### src/rtl/caja_pkg.sv
// Shared definitions for the music-box blocks: system clock rate, one-hot
// key patterns for the seven notes of the `teclas` bus, and the state
// encoding of the melody sequencer.
package caja_pkg;

  localparam int unsigned CLK_HZ = 50_000_000;

  // One-hot key patterns; bit 0 is DO, bit 6 is SI.
  localparam logic [6:0] SILENCIO = 7'b0000000;
  localparam logic [6:0] DO       = 7'b0000001;
  localparam logic [6:0] RE       = 7'b0000010;
  localparam logic [6:0] MI       = 7'b0000100;
  localparam logic [6:0] FA       = 7'b0001000;
  localparam logic [6:0] SOL      = 7'b0010000;
  localparam logic [6:0] LA       = 7'b0100000;
  localparam logic [6:0] SI       = 7'b1000000;

  // Sequencer states: idle, sounding an entry, silent gap after an entry.
  typedef enum logic [1:0] {
    IDLE  = 2'd0,
    TOCA  = 2'd1,
    PAUSA = 2'd2
  } estado_t;

endpackage

### src/rtl/reproductor_melodia_gen_tick.sv
// gen_tick: free-running prescaler producing a one-cycle tick every
// TICK_CYC clock cycles.
// Ports:
//   clk   - system clock
//   reset - asynchronous active-low reset
//   clr   - synchronous clear; restarts the period from zero
//   tick  - high for one cycle at the end of each period
module gen_tick #(
  parameter int TICK_CYC = 50000
) (
  input  logic clk,
  input  logic reset,
  input  logic clr,
  output logic tick
);

  localparam int PW = (TICK_CYC > 1) ? $clog2(TICK_CYC) : 1;

  logic [PW-1:0] pcnt;

  assign tick = (pcnt == PW'(TICK_CYC - 1));

  always_ff @(posedge clk or negedge reset) begin
    if (!reset) begin
      pcnt <= '0;
    end else if (clr || tick) begin
      pcnt <= '0;
    end else begin
      pcnt <= pcnt + PW'(1);
    end
  end

endmodule

### src/rtl/reproductor_melodia.sv
// reproductor_melodia: melody sequencer feeding the `teclas` key bus of the
// tone generator. Plays a writable table of (note, duration) entries, with
// durations counted in prescaler ticks and an optional silent gap after
// every entry so repeated notes retrigger.
// Ports:
//   clk, reset        - system clock, asynchronous active-low reset
//   wr_en/addr/nota/dur - table write port, accepted on any cycle
//   largo             - number of valid entries (clamped to N_NOTAS)
//   play, stop        - start / abort pulses (stop has priority)
//   loop              - restart at entry 0 after the last entry
//   teclas            - registered key pattern of the current entry
//   busy              - playing (TOCA or PAUSA)
//   fin               - one-cycle pulse at the natural end of a melody
//   idx               - entry currently playing
module reproductor_melodia
  import caja_pkg::*;
#(
  parameter int TICK_CYC  = 50000,
  parameter int N_NOTAS   = 16,
  parameter int ADDR_W    = 4,
  parameter int DUR_W     = 12,
  parameter int GAP_TICKS = 20
) (
  input  logic              clk,
  input  logic              reset,
  input  logic              wr_en,
  input  logic [ADDR_W-1:0] wr_addr,
  input  logic [6:0]        wr_nota,
  input  logic [DUR_W-1:0]  wr_dur,
  input  logic [ADDR_W:0]   largo,
  input  logic              play,
  input  logic              stop,
  input  logic              loop,
  output logic [6:0]        teclas,
  output logic              busy,
  output logic              fin,
  output logic [ADDR_W-1:0] idx
);

  localparam int GW = (GAP_TICKS > 0) ? $clog2(GAP_TICKS + 1) : 1;

  logic [6:0]       tab_nota [N_NOTAS];
  logic [DUR_W-1:0] tab_dur  [N_NOTAS];

  estado_t          state, state_n;
  logic [6:0]       teclas_n;
  logic [ADDR_W-1:0] idx_n, load_addr;
  logic [DUR_W-1:0] dcnt, dcnt_n;
  logic [GW-1:0]    gcnt, gcnt_n;
  logic             fin_n;
  logic             load, advance, tick;
  logic [ADDR_W:0]  largo_ef, idx_sig;

  // Table storage is deliberately not reset.
  always_ff @(posedge clk) begin
    if (wr_en) begin
      tab_nota[wr_addr] <= wr_nota;
      tab_dur[wr_addr]  <= wr_dur;
    end
  end

  gen_tick #(
    .TICK_CYC(TICK_CYC)
  ) u_tick (
    .clk  (clk),
    .reset(reset),
    .clr  (load),
    .tick (tick)
  );

  assign largo_ef = (largo > (ADDR_W+1)'(N_NOTAS)) ? (ADDR_W+1)'(N_NOTAS) : largo;
  assign idx_sig  = {1'b0, idx} + (ADDR_W+1)'(1);
  assign busy     = (state != IDLE);

  always_ff @(posedge clk or negedge reset) begin
    if (!reset) begin
      state  <= IDLE;
      teclas <= '0;
      idx    <= '0;
      dcnt   <= '0;
      gcnt   <= '0;
      fin    <= 1'b0;
    end else begin
      state  <= state_n;
      teclas <= teclas_n;
      idx    <= idx_n;
      dcnt   <= dcnt_n;
      gcnt   <= gcnt_n;
      fin    <= fin_n;
    end
  end

  always_comb begin
    state_n   = state;
    teclas_n  = teclas;
    idx_n     = idx;
    dcnt_n    = dcnt;
    gcnt_n    = gcnt;
    fin_n     = 1'b0;
    load      = 1'b0;
    load_addr = '0;
    advance   = 1'b0;

    if (stop) begin
      state_n  = IDLE;
      teclas_n = '0;
      idx_n    = '0;
    end else begin
      unique case (state)
        IDLE: begin
          if (play && (largo_ef != '0)) begin
            load = 1'b1;
          end
        end
        TOCA: begin
          // dcnt never holds 0 while sounding, so the tick seen at 1 is the last.
          if (tick) begin
            if (dcnt == DUR_W'(1)) begin
              if (GAP_TICKS > 0) begin
                state_n  = PAUSA;
                teclas_n = '0;
                gcnt_n   = GW'(GAP_TICKS);
              end else begin
                advance = 1'b1;
              end
            end else begin
              dcnt_n = dcnt - DUR_W'(1);
            end
          end
        end
        PAUSA: begin
          if (tick) begin
            if (gcnt == GW'(1)) begin
              advance = 1'b1;
            end else begin
              gcnt_n = gcnt - GW'(1);
            end
          end
        end
        default: begin
          state_n  = IDLE;
          teclas_n = '0;
        end
      endcase

      if (advance) begin
        if (idx_sig < largo_ef) begin
          load      = 1'b1;
          load_addr = idx + ADDR_W'(1);
        end else if (loop) begin
          load = 1'b1;
        end else begin
          state_n  = IDLE;
          teclas_n = '0;
          fin_n    = 1'b1;
        end
      end
    end

    if (load) begin
      state_n  = TOCA;
      idx_n    = load_addr;
      teclas_n = tab_nota[load_addr];
      dcnt_n   = (tab_dur[load_addr] == '0) ? DUR_W'(1) : tab_dur[load_addr];
    end
  end

endmodule
### config.mk
export PLATFORM = sky130hd
export DESIGN_NAME = reproductor_melodia
export DESIGN_NICKNAME = d
export VERILOG_FILES = /design/src/rtl/caja_pkg.sv /design/src/rtl/reproductor_melodia_gen_tick.sv /design/src/rtl/reproductor_melodia.sv
export SDC_FILE = /design/constraint.sdc
export NUM_CORES = 1
export LEC_CHECK = 0
export CAP_MARGIN = 20
export CORE_MARGIN = 5
export CORE_UTILIZATION = 61
export CTS_CLUSTER_DIAMETER = 40
export DETAILED_ROUTE_END_ITERATION = 8
export PLACE_DENSITY = 0.8
export SYNTH_ARGS = -nofsm -noshare
export SYNTH_HDL_FRONTEND = slang
export SYNTH_SLANG_ARGS = --single-unit
### constraint.sdc
create_clock -name clk -period 4.4 [get_ports clk]
set_clock_uncertainty 0.05 [all_clocks]
set_input_delay 1.32 -clock clk [delete_from_list [all_inputs] [get_ports clk]]
set_output_delay 1.32 -clock clk [all_outputs]
set_load 0.03 [all_outputs]
== Word level (Yosys, flattened, before mapping) ==
Memory sizes are Yosys's and may differ from the RTL's.
Index checks and enable logic that the tools add are counted.

* Flip-flop bits (word level): 47
* Latch bits: 0
* Bits in writable memories: 304
* Memory bits (read-only): 0
* Input port bits: 34
* Memories kept: 2

{| class="wikitable"
|+ Memory list
! memory !! depth !! width !! read ports !! clocked after memory_dff !! wr ports !! line !! RTL
|-
| tab_dur || 16 || 12 || 1 || 0 || 1 || reproductor_melodia.sv:43 || <nowiki>logic [DUR_W-1:0] tab_dur [N_NOTAS];</nowiki>
|-
| tab_nota || 16 || 7 || 1 || 0 || 1 || reproductor_melodia.sv:42 || <nowiki>logic [6:0] tab_nota [N_NOTAS];</nowiki>
|}

* Add/sub/neg operators: 5
* Multipliers: 0
* Divide/modulo/power cells: 0
* Magnitude comparators: 2
* Equality and inequality tests: 11
* Shift operators: 0
* Mux-type cells: 50
* Bitwise logic cells: 1
* Reductions and logical operators: 13

{| class="wikitable"
|+ Operator list
! kind !! count
|-
| $mux 12 || 6
|-
| $mux 7 || 7
|-
| $mux 5 || 5
|-
| $mux 4 || 5
|-
| $add 16x1->16 const B || 1
|-
| $eq 16x16->1 const B || 1
|-
| $mux 1 || 16
|-
| $mux 16 || 1
|-
| $mux 2 || 7
|-
| $pmux 7 s2 || 1
|-
| $eq 12x1->1 const B || 1
|-
| $logic_not 12->1 || 1
|-
| $sub 12x1->12 const B || 1
|-
| $pmux 5 s2 || 1
|-
| $reduce_bool 2->1 || 5
|-
| $ne 2x1->1 const B || 4
|-
| $reduce_and 6->1 || 1
|-
| $add 4x1->5 const B || 1
|-
| $eq 5x1->1 const B || 1
|-
| $gt 5x5->1 const B || 1
|-
| $lt 5x5->1 || 1
|-
| $reduce_bool 5->1 || 1
|-
| $sub 5x1->5 const B || 1
|-
| $add 4x1->4 const B || 1
|-
| other kinds (10) || 11
|}

== Depth between registers and ports, before layout ==
Gate-level depths: netlist of run 1.

* Word-level depth: 12
* Gate-level depth with buffers: 18
* Depth with buffers taken out: 14

== By module ==
From an unflattened synthesis of run 1, not the netlist that was laid out.

* Cell total of the unflattened synthesis: 1,031
* Area, all modules: 14,936.8 um^2

{| class="wikitable"
|+ By module, submodules not included
! module !! instances !! cells each !! area an instance (um^2) !! seq. area each (um^2)
|-
| reproductor_melodia || 1 || 951 || 14,144.8 || 9,904.5
|-
| gen_tick || 1 || 80 || 792.0 || 400.4
|}

== Least setup slack after synthesis of run 1 ==
OpenSTA, ideal clock, no wires.

* Path kind: input -> register
* From: input port largo[4]
* To: register teclas[6]
* Arrival time: 4.234 ns
* Path slack: -0.005 ns
* Stages on the path: 16
* Path buffers: 5
* Cells stage by stage: inv_1 > nand2_1 > ha_1 > nand4_1 > o21a_1 > nand4_2 > buf_2 > buf_2 > buf_2 > buf_2 > buf_2 > mux2i_1 > a21oi_1 > a211oi_1 > a21oi_1 > a32o_1

* Cells in the longest elaborated chain, start to end: 11
* Elaborated cells on any way between the ends: 19

{| class="wikitable"
|+ Ends and longest elaborated chain
! item !! line !! RTL
|-
| from (decl) || reproductor_melodia.sv:30 || <nowiki>input logic [ADDR_W:0] largo,</nowiki>
|-
| $gt 5x5->1 || reproductor_melodia.sv:71 || <nowiki>assign largo_ef = (largo > (ADDR_W+1)'(N_NOTAS)) ? (ADDR_W+1)'(N_NOTAS) : largo;</nowiki>
|-
| $mux 5 * || reproductor_melodia.sv:71 ||
|-
| parallel branches: the longest is 8 deep, another holds $mem_v2 16x7 || -- ||
|-
| $mux 7 * || reproductor_melodia.sv:160 || <nowiki>if (load) begin</nowiki>
|-
| via teclas_n[6] || reproductor_melodia.sv:46 || <nowiki>logic [6:0] teclas_n;</nowiki>
|-
| to (signal assigned) || reproductor_melodia.sv:85 || <nowiki>teclas <= teclas_n;</nowiki>
|-
| to (decl) || reproductor_melodia.sv:34 || <nowiki>output logic [6:0] teclas,</nowiki>
|}

Mark *: on every way through the listed nets, which the timed path passes.
A chain may end at the register's enable or synchronous reset.

== Worst setup path after layout of run 1 ==
* From: input port largo[3]
* To: register dcnt[0]

* Cells in the longest elaborated chain, start to end: 12
* Elaborated cells on any way between the ends: 23

{| class="wikitable"
|+ Ends and longest elaborated chain
! item !! line !! RTL
|-
| $gt 5x5->1 || reproductor_melodia.sv:71 ||
|-
| $mux 5 * || reproductor_melodia.sv:71 ||
|-
| parallel branches: the longest is 10 deep, another holds $mem_v2 16x12 || -- ||
|-
| to (signal assigned) || reproductor_melodia.sv:87 || <nowiki>dcnt <= dcnt_n;</nowiki>
|-
| to (decl) || reproductor_melodia.sv:48 || <nowiki>logic [DUR_W-1:0] dcnt, dcnt_n;</nowiki>
|}

Mark *: on every way between the ends.

==> results of run 1 <==
[where the power goes]
| group | leakage (nW) | internal (mW) | switching, mW |
|---|---|---|---|
| logic | 2.47 | 0.166 | 0.255 |
| registers | 3.36 | 3.75 | 0.0816 |
| clock network | 0.691 | 2.06 | 1.39 |
| total | 6.52 | 5.98 | 1.73 |
[flip-flops by register name, indices dropped and copies added, names as in the netlist]
name         flops
dcnt            12
fin              1
tab_dur        192
state            2
tab_nota       112
teclas           7
u_tick.pcnt     16
gcnt             5
idx              4
[kinds of logic (layout without fill, tap and decap cells)]
logic type,after synthesis,after routing,synth area share
AOI/OAI and AO/OA,264,264,0.1189
xor gates and xnor gates,17,17,0.01008
adders and majority gates,14,14,0.01186
buffers and inverters,72,251,0.02313
DFF,351,351,0.6979
muxes,58,58,0.03966
and+or+nand+nor,281,281,0.09847
[per-layer routing]
| layer | GRT usage | vias to the layer above | wire length [um] |
|---|---|---|---|
| met2 | 0.4326 | 610 | 17510 |
| li1 | - | 4427 | - |
| met5 | 0 | - | 0 |
| met3 | 0.04964 | 98 | 3725 |
| met4 | 0.07499 | 0 | 891 |
| met1 | 0.3831 | 4975 | 14510 |
[cell type report]
cell class | instances | area, um2 | area share
flip-flops and latches | 351 | 10300 | 0.5788
multi-input cells | 634 | 4243 | 0.2383
repair buffers | 160 | 1371 | 0.07703
clock buffers | 43 | 1076 | 0.06044
well taps | 324 | 405.4 | 0.02277
clock inverters | 32 | 342.8 | 0.01926
inverters | 16 | 60.06 | 0.003373
[cells in the mapped netlist, drive strengths merged, types with 3 or more instances]
library cell,instances,area share
edfxtp,304,0.62
nand2,94,0.024
a21oi,74,0.026
nor2,64,0.017
mux2i,54,0.037
dfrtp,47,0.080
o22ai,45,0.019
clkbuf,39,0.011
o21ai,34,0.012
a211oi,31,0.016
nor3,29,0.011
nand3,23,0.0081
buf,17,0.0078
inv,16,0.0041
and3,14,0.0062
ha,14,0.012
a221oi,12,0.0080
a32oi,11,0.0065
nand4,10,0.0065
xnor2,9,0.0053
a31oi,8,0.0034
and2,8,0.0034
xor2,8,0.0047
a22oi,7,0.0036
a32o,7,0.0047
a221o,5,0.0036
nand2b,5,0.0021
nand3b,5,0.0025
nor4,5,0.0036
mux2,4,0.0031
nor3b,4,0.0020
o211ai,4,0.0020
o21a,4,0.0020
or2,4,0.0017
or3,4,0.0017
a21o,3,0.0016
o31ai,3,0.0015
or4,3,0.0015
[final timing paths]
kind | startpoint | endpoint | slack [ns] | cells after the start
hold / removal | u_tick.pcnt[0] | u_tick.pcnt[0] | 0.40 | 1
max in group asynchronous | reset | idx[2] | 3.04 | 2
setup reg to reg | idx[0] | dcnt[0] | 0.35 | 15
setup / recovery | largo[3] | dcnt[0] | 0.15 | 15
min in group asynchronous | reset | u_tick.pcnt[15] | 0.73 | 1
hold reg to reg | u_tick.pcnt[0] | u_tick.pcnt[0] | 0.40 | 1
[through the flow]
stage	hold slack, ns	area [um2]
finish	0.4047	17800
CTS	0.4056	17710
global placement	0.3882	16270
detailed placement	0.3978	16270
global route	0.4169	17800
floorplan	0.3751	14770
[timing repair]
action | in CTS | in global routing
gates resized for setup | 8 | 13
setup endpoints to repair | 7 | 16
pin swaps | 1 | 4
buffers inserted | 0 | 2
[critical path, stage by stage]
cell	delay [ns]
clkdlybuf4s50_1	0.47
nand2_1	0.05
ha_1	0.31
nand4_1	0.14
o21ai_2	0.23
nor4_4	0.07
buf_4	0.17
nand3_1	0.19
buf_4	0.18
a221oi_1	0.06
a211o_1	0.26
and3_1	0.20
or4_1	0.38
or4_1	0.40
o31ai_1	0.19
[layout by cell type (no fill, tap or decap), types with 13 or more instances in the layout]
cell	n
nand2_1	93
mux2i_1	54
nand3_1	22
nor2_2	14
inv_1	15
dfrtp_1	47
nor2_1	48
o22ai_1	45
buf_4	108
a21oi_1	68
clkdlybuf4s50_1	42
clkbuf_16	43
o21ai_0	31
edfxtp_1	304
a211oi_1	30
ha_1	13
nor3_1	22
==> results.py, run 1 <==
metrics = {
    "status": {
        "status": "finished, final reports clean",
    },
    "placement": {
        "gp_congestion": 0.9433,
        "pre_cts_ws_ns": -0.6495,
        "portBuffers": 46,
        "dp.cells": 1482,
        "post-dp-hpwl_mm": 22.61,
    },
    "floorplanning": {
        "dieArea_mm2": 0.02742,
        "die_width_um": 165.6,
        "io_pins": 47,
        "core_area_mm2": 0.02411,
        "start_util": 0.6125,
        "rows": 57,
        "die-height_um": 165.6,
    },
    "cells_and_area": {
        "final_cells": 1560,
        "syn_to_final_growth_pct": 20.57,
        "fin_nets": 1252,
        "finish.utilization": 0.7386,
        "antenna_cells": 0,
        "drive_above_1_share": 0.2047,
        "fillers": 1492,
    },
    "timing": {
        "period_minus_slack_ns": 4.246,
        "rsz0062_at_grt": "no",
        "worst_slew_pin_slew_ns": 0.7649,
        "fin_ws_ns": 0.1544,
        "fmax_mhz": 235.5,
        "period_share": 0.9649,
        "maxSlewViolCount": 0,
        "finalHoldViolCount": 0,
        "setup_viol": 0,
        "finalSetupTns_ns": 0,
        "slew_headroom": 0.4866,
    },
    "synthesis": {
        "yosys_warnings": 0,
        "synth-seq-area-share": 0.6979,
        "synth-edff-count": 304,
        "syn_area_per_cell_um2": 13.97,
        "synth_seq_cells": 351,
        "async_flop_share": 0.1339,
        "synth_area_mm2": 0.01477,
        "syn_nets": 1105,
        "ys.flop_type": "edfxtp_1",
        "synthCells": 1057,
        "synth_cell_types": 76,
    },
    "hold_path": {
        "hold_class": "reg2reg",
    },
    "clock_network": {
        "clock_sinks": 351,
        "ctsRootBufferMaster": "clkbuf_16",
        "ctsHtreeMaxLevel": 2,
        "clock_latency_ns": 0.53,
        "clkTransAtPathRegs_ns": 0.06,
        "cts_tree": "built",
        "cts_buffer_depth": 3,
        "cts_hold_buf": 0,
        "cts_buffers": 41,
    },
    "grt": {
        "grt_first_pass_wirelength_mm": 55.90,
        "antenna_found_initial": 0,
        "grt_pass1_vias": 9877,
        "grt-ovfl-total": 0,
        "grt_use_total": 0.2690,
        "grt_max_degree": 48,
    },
    "power": {
        "leakage_nw": 6.523,
        "peakVddDrop_mv": 0.3040,
        "power_density_mw_per_mm2": 432.9,
        "finalPower_mw": 7.708,
    },
    "critical_path": {
        "path_class": "in2reg",
        "startpoint_type": "input pin",
        "required_ns": 4.78,
        "crit_arrival_ns": 4.63,
        "path_max_fanout": 7,
        "critPathCaptureType": "flop",
    },
    "routing": {
        "routed_wl_mm": 36.64,
        "vias_per_cell": 6.481,
        "ant_nets": 0,
        "wire_per_inst_um": 23.49,
        "drc": 0,
        "drt_iter0_markers": 1346,
        "drtPass1Iterations": 6,
        "vias": 10110,
    },
    "run": {
        "maxCapViolCount": 0,
    },
}
Note: power is estimated with default switching activity, not from simulation.
==> inputs of run 2 (changes only) <==
- CAP_MARGIN: 20 -> default
==> run 2 against run 1 <==
  * Clock power barely moved
  * Power down 0.10%
  * Flip-flop and latch count stayed put
  * Highest routed layer unchanged
  * Count of clock-buffer cells in the layout did not move
  * Critical path type unchanged
  * Combinational power is essentially flat
  * Largest cell class unchanged
==> results.py, run 2 (synthesized netlist as in run 1, its figures left out) <==
metrics = {
    "critical_path": {
        "path_cells": "clkdlybuf4s50_1 > nand2_1 > ha_1 > nand4_1 > o21ai_2 > nor4_4 > buf_4 > nand3_1 > buf_4 > a221oi_1 > a211o_1 > and3_1 > or4_1 > or4_1 > o31ai_1",
        "worst-path-buf-inv": 3,
        "r2r_slack_ns": 0.36,
        "critical_path.max_stage_delay_ns": 0.47,
        "required_ns": 4.78,
        "crit-reg2reg-launch": "idx[0]",
        "path_max_fanout": 7,
        "crit_arrival_ns": 4.63,
        "path_depth": 15,
        "worst_path_dominant_cell_family": "simple AND/OR/NAND/NOR gates",
        "critPathCaptureType": "flop",
        "critPathSlowestCell": "clkdlybuf4s50_1",
        "r2r_end": "dcnt[0]",
        "reg2reg_depth": 15,
        "path_class": "in2reg",
        "startpoint_type": "input pin",
    },
    "power": {
        "finalPower_mw": 7.700,
        "seq_power_share": 0.498,
        "p_sw_mw": 1.723,
        "power_density_mw_per_mm2": 433.0,
        "p_comb_frac": 0.054,
        "swShare": 0.2238,
        "leakage_nw": 6.514,
        "p_clk_frac": 0.448,
        "peakVddDrop_mv": 0.3040,
        "intPower_mw": 5.976,
    },
    "routing": {
        "drt_iter0_markers": 1356,
        "ant_nets": 0,
        "drtPass1Iterations": 7,
        "drc": 0,
        "vias": 10063,
        "routed_wl_mm": 36.63,
        "wire_per_inst_um": 23.49,
        "vias_per_cell": 6.455,
    },
    "hold_path": {
        "whs_endpoint": "u_tick.pcnt[0]",
        "hp-start": "u_tick.pcnt[0]",
        "min_path_cells": 1,
        "hold_class": "reg2reg",
    },
    "floorplanning": {
        "dieArea_mm2": 0.02742,
        "die-height_um": 165.6,
        "io_pins": 47,
        "die_width_um": 165.6,
        "start_util": 0.6125,
        "core_area_mm2": 0.02411,
        "rows": 57,
    },
    "timing": {
        "setup_viol": 0,
        "period_share": 0.9652,
        "finalHoldViolCount": 0,
        "rsz0062_at_grt": "no",
        "slew_headroom": 0.2962,
        "fmax_mhz": 235.5,
        "period_minus_slack_ns": 4.247,
        "maxSlewViolCount": 0,
        "finalSetupTns_ns": 0,
        "worst_slew_pin_slew_ns": 1.056,
    },
    "clock_network": {
        "ctsHtreeMaxLevel": 2,
        "cts_buffer_depth": 3,
        "clock_sinks": 351,
        "clkTransAtPathRegs_ns": 0.06,
        "clock_latency_ns": 0.53,
        "cts_tree": "built",
        "cts_buffers": 41,
        "ctsRootBufferMaster": "clkbuf_16",
    },
    "cells_and_area": {
        "antenna_cells": 0,
        "largest-register": "tab_dur",
        "drive_above_1_share": 0.2040,
        "final_cell_mix": "edfxtp_1 (304), buf_4 (108), nand2_1 (93)",
        "top_regs": "tab_dur x192, tab_nota x112, u_tick.pcnt x16",
        "fillers": 1495,
        "fin_nets": 1251,
        "final_common_cell": "edfxtp_1",
        "syn_to_final_growth_pct": 20.44,
        "final_cells": 1559,
        "finish.utilization": 0.7377,
        "final_area_mm2": 0.01778,
        "largest_reg_flops": 192,
    },
    "grt": {
        "grt_first_pass_wirelength_mm": 55.90,
        "grt_use_total": 0.2690,
        "antenna_found_initial": 0,
        "grt_max_degree": 48,
        "grt-ovfl-total": 0,
        "grt_pass1_vias": 9877,
    },
    "placement": {
        "gp_congestion": 0.9433,
        "post-dp-hpwl_mm": 22.61,
        "dp.cells": 1482,
        "portBuffers": 46,
        "place_area_mm2": 0.01627,
    },
    "run": {
        "maxCapViolCount": 0,
    },
    "status": {
        "status": "finished, final reports clean",
    },
}
-- run 2: cell type report --
cell class / instances / area (um2) / area share
timing repair buffer: 159 / 1351 / 0.07599
inverter: 16 / 60.06 / 0.003377
multi-input combinational: 634 / 4243 / 0.2386
clock inverter: 32 / 342.8 / 0.01928
clock buffer: 43 / 1076 / 0.06051
tap: 324 / 405.4 / 0.02280
sequential: 351 / 10300 / 0.5795
-- run 2: worst max path at each step --
stage	slack, ns	to	from
after detailed placement	-0.65	dcnt[0]	largo[4]
after global routing	0.07	dcnt[0]	largo[3]
after CTS	0.004	dcnt[0]	largo[4]
final	0.15	dcnt[0]	largo[3]
after global placement	-0.59	dcnt[0]	largo[4]
after floorplan	0.02	dcnt[0]	largo[4]
-- run 2: routing by layer --
| metal | vias up | track usage | part of all wire |
|---|---|---|---|
| li1 | 4428 | - | - |
| met1 | 4955 | 0.3831 | 0.40 |
| met2 | 600 | 0.4326 | 0.48 |
| met3 | 80 | 0.04964 | 0.098 |
| met4 | 0 | 0.07499 | 0.022 |
| met5 | - | 0 | 0 |
-- run 2: worst reg2reg max path, cell delays in order, from the launching register on --
cell      delay, ns
dfrtp_1        0.38
ha_1           0.27
xnor2_1        0.24
inv_1          0.14
ha_4           0.26
a21o_2         0.19
and3_2         0.23
nor4_4         0.29
buf_4          0.21
o21ai_1        0.09
a221oi_2       0.25
nand2_1        0.08
and3_1         0.20
or4_1          0.48
or4_1          0.40
o31ai_1        0.19
-- run 2: what timing repair did --
item                                    4_1_cts  5_1_grt
endpoints found under the setup margin        7       16
hold buffers                                  0        0
resized for setup                             8       13
buffers inserted                              0        2
pin swaps                                     1        4
-- run 2: power groups by stage --
stage	clock network, mW	logic [mW]	registers (mW)
after floorplan	0	0.224	3.89
after global placement	0	0.391	3.89
after detailed placement	0	0.410	3.90
after CTS	3.48	0.417	3.83
after global routing	3.64	0.462	3.84
final	3.45	0.418	3.83
-- run 2: stage by stage --
step                      hold slack (ns)  setup slack [ns]
after floorplan                    0.3751           0.01876
after global placement             0.3882           -0.5858
after detailed placement           0.3978           -0.6495
after CTS                          0.4056          0.003789
after global routing               0.4169           0.06527
final                              0.4030            0.1529
==> inputs of run 3 (changes only) <==
- CORE_UTILIZATION: 61 -> 62
- CTS_BUF_LIST: default -> sky130_fd_sc_hd__clkbuf_8
- PLACE_DENSITY: 0.8 -> 0.81
==> run 3 against run 2 <==
  * Register-to-register slack got worse by 0.07 ns
  * Clock power is 25% lower
  * Final cell count rose by 1.2%
  * Flip-flop and latch count is the same
  * Utilization grew 0.34 points
  * Critical endpoint unchanged
  * Global-route usage is 0.26 points higher
  * Sequential power barely moved
  * Power fell by 11%
  * Worst setup slack worse by 0.029 ns
  * Wire length down 0.40%
  * Non-clock buffer count shrank 1
  * Cell area shrank 2.2%
  * Highest routed layer unchanged
==> results.py, run 3 (synthesized netlist as in run 1, its figures left out) <==
metrics = {
    "cells_and_area": {
        "finish.utilization": 0.7411,
        "largest-register": "tab_dur",
        "syn_to_final_growth_pct": 17.81,
        "top_regs": "tab_dur x192, tab_nota x112, u_tick.pcnt x16",
        "largest_reg_flops": 192,
        "fin_nets": 1266,
        "antenna_cells": 0,
        "final_cell_mix": "edfxtp_1 (304), buf_4 (108), nand2_1 (92)",
        "final_common_cell": "edfxtp_1",
        "drive_above_1_share": 0.1979,
    },
    "routing": {
        "vias_per_cell": 6.371,
        "routed_wl_mm": 36.48,
        "wire_per_inst_um": 23.13,
        "ant_nets": 0,
        "drc": 0,
        "drtPass1Iterations": 5,
        "vias": 10047,
        "drt_iter0_markers": 1325,
    },
    "grt": {
        "grt_max_degree": 48,
        "grt_first_pass_wirelength_mm": 55.58,
        "grt_pass1_vias": 10149,
        "grt-ovfl-total": 0,
        "grt_use_total": 0.2715,
        "antenna_found_initial": 0,
    },
    "power": {
        "p_sw_mw": 1.577,
        "peakVddDrop_mv": 0.2603,
        "power_density_mw_per_mm2": 393.4,
        "p_clk_frac": 0.379,
        "swShare": 0.2304,
        "seq_power_share": 0.560,
        "p_comb_frac": 0.061,
        "intPower_mw": 5.267,
        "leakage_nw": 6.423,
    },
    "timing": {
        "worst_slew_pin_slew_ns": 1.070,
        "rsz0062_at_grt": "no",
        "slew_headroom": 0.2870,
        "period_minus_slack_ns": 4.277,
        "maxSlewViolCount": 0,
        "period_share": 0.9720,
        "timing.hold.ws_ns": 0.4002,
        "finalSetupTns_ns": 0,
        "finalHoldViolCount": 0,
        "fmax_mhz": 233.8,
        "setup_viol": 0,
    },
    "critical_path": {
        "required_ns": 4.86,
        "crit_start": "largo[3]",
        "crit-reg2reg-launch": "idx[0]",
        "path_max_fanout": 6,
        "path_class": "in2reg",
        "crit_arrival_ns": 4.74,
        "critPathCaptureType": "flop",
        "startpoint_type": "input pin",
    },
    "clock_network": {
        "cts_hold_buf": 0,
        "cts_tree": "built",
        "clkTransAtPathRegs_ns": 0.06,
        "ctsRootBufferMaster": "clkbuf_8",
        "clock_latency_ns": 0.60,
        "cts_buffer_depth": 3,
        "ctsHtreeMaxLevel": 2,
        "clock_sinks": 351,
        "cts_buffers": 57,
    },
    "floorplanning": {
        "rows": 56,
        "dieArea_mm2": 0.02700,
        "die_width_um": 164.3,
        "die-height_um": 164.3,
        "core_area_mm2": 0.02347,
        "start_util": 0.6291,
        "io_pins": 47,
    },
    "status": {
        "status": "finished, final reports clean",
    },
    "hold_path": {
        "hp-start": "u_tick.pcnt[0]",
        "hold_class": "reg2reg",
    },
    "placement": {
        "portBuffers": 46,
        "gp_congestion": 0.9469,
        "post-dp-hpwl_mm": 23.43,
    },
    "run": {
        "maxCapViolCount": 0,
    },
}
## run 3: worst max-delay path, stage by stage
cell	delay [ns]
clkdlybuf4s50_1	0.49
nand2_2	0.07
ha_4	0.27
nand4_1	0.12
o21ai_2	0.21
nor4_4	0.08
buf_4	0.17
buf_4	0.16
nand3_2	0.09
buf_6	0.12
a221oi_1	0.05
a211o_1	0.25
and3_1	0.21
or4_1	0.41
or4_1	0.53
o31ai_2	0.18
## run 3: timing repair
| item | 4_1_cts | 5_1_grt |
|---|---|---|
| endpoints found under the setup margin | 1 | 9 |
| resized for setup | 1 | 14 |
| setup buffers | 1 | 0 |
| pin swaps | 1 | 10 |
| gates cloned | 0 | 0 |
## run 3: metrics by stage
step                cells  cell area, um2  power [mW]  setup slack (ns)
global placement     1477           16280       4.283           -0.5593
floorplan            1057           14770       4.110           0.01876
detailed placement   1477           16280       4.306           -0.7049
finish               1577           17400       6.844            0.1234
CTS                  1577           17330       6.859           0.01772
global route         1577           17400       7.103           0.01315
## run 3: layer usage
| layer | share of wire | routed length, um | GRT usage |
|---|---|---|---|
| met5 | 0 | 0 | 0 |
| met4 | 0.029 | 1053 | 0.09569 |
| met3 | 0.11 | 4010 | 0.06575 |
| met2 | 0.48 | 17560 | 0.4407 |
| met1 | 0.38 | 13860 | 0.3627 |
## run 3: path summary, 6_finish.rpt
kind | endpoint | slack (ns) | depth (start not counted)
worst min-delay path | u_tick.pcnt[0] | 0.40 | 1
worst max-delay path | dcnt[0] | 0.12 | 16
worst max register to register | dcnt[0] | 0.29 | 15
min in group asynchronous | idx[2] | 0.89 | 1
max in group asynchronous | idx[0] | 2.75 | 1
worst min register to register | u_tick.pcnt[0] | 0.40 | 1
## run 3: power by group through the flow
stage | Sequential, mW | Combinational, mW | Clock [mW]
finish | 3.83 | 0.417 | 2.59
global route | 3.85 | 0.461 | 2.80
CTS | 3.83 | 0.411 | 2.61
detailed placement | 3.90 | 0.408 | 0
global placement | 3.89 | 0.391 | 0
floorplan | 3.89 | 0.224 | 0
## run 3: cell type report
| class | count | area, um2 |
|---|---|---|
| multi-input cells | 634 | 4239 |
| flip-flops and latches | 351 | 10300 |
| clock buffers | 58 | 798.3 |
| repair buffers | 158 | 1345 |
| clock inverters | 41 | 249.0 |
| well taps | 319 | 399.1 |
| fillers | 1406 | 6077 |
| inverters | 16 | 60.06 |
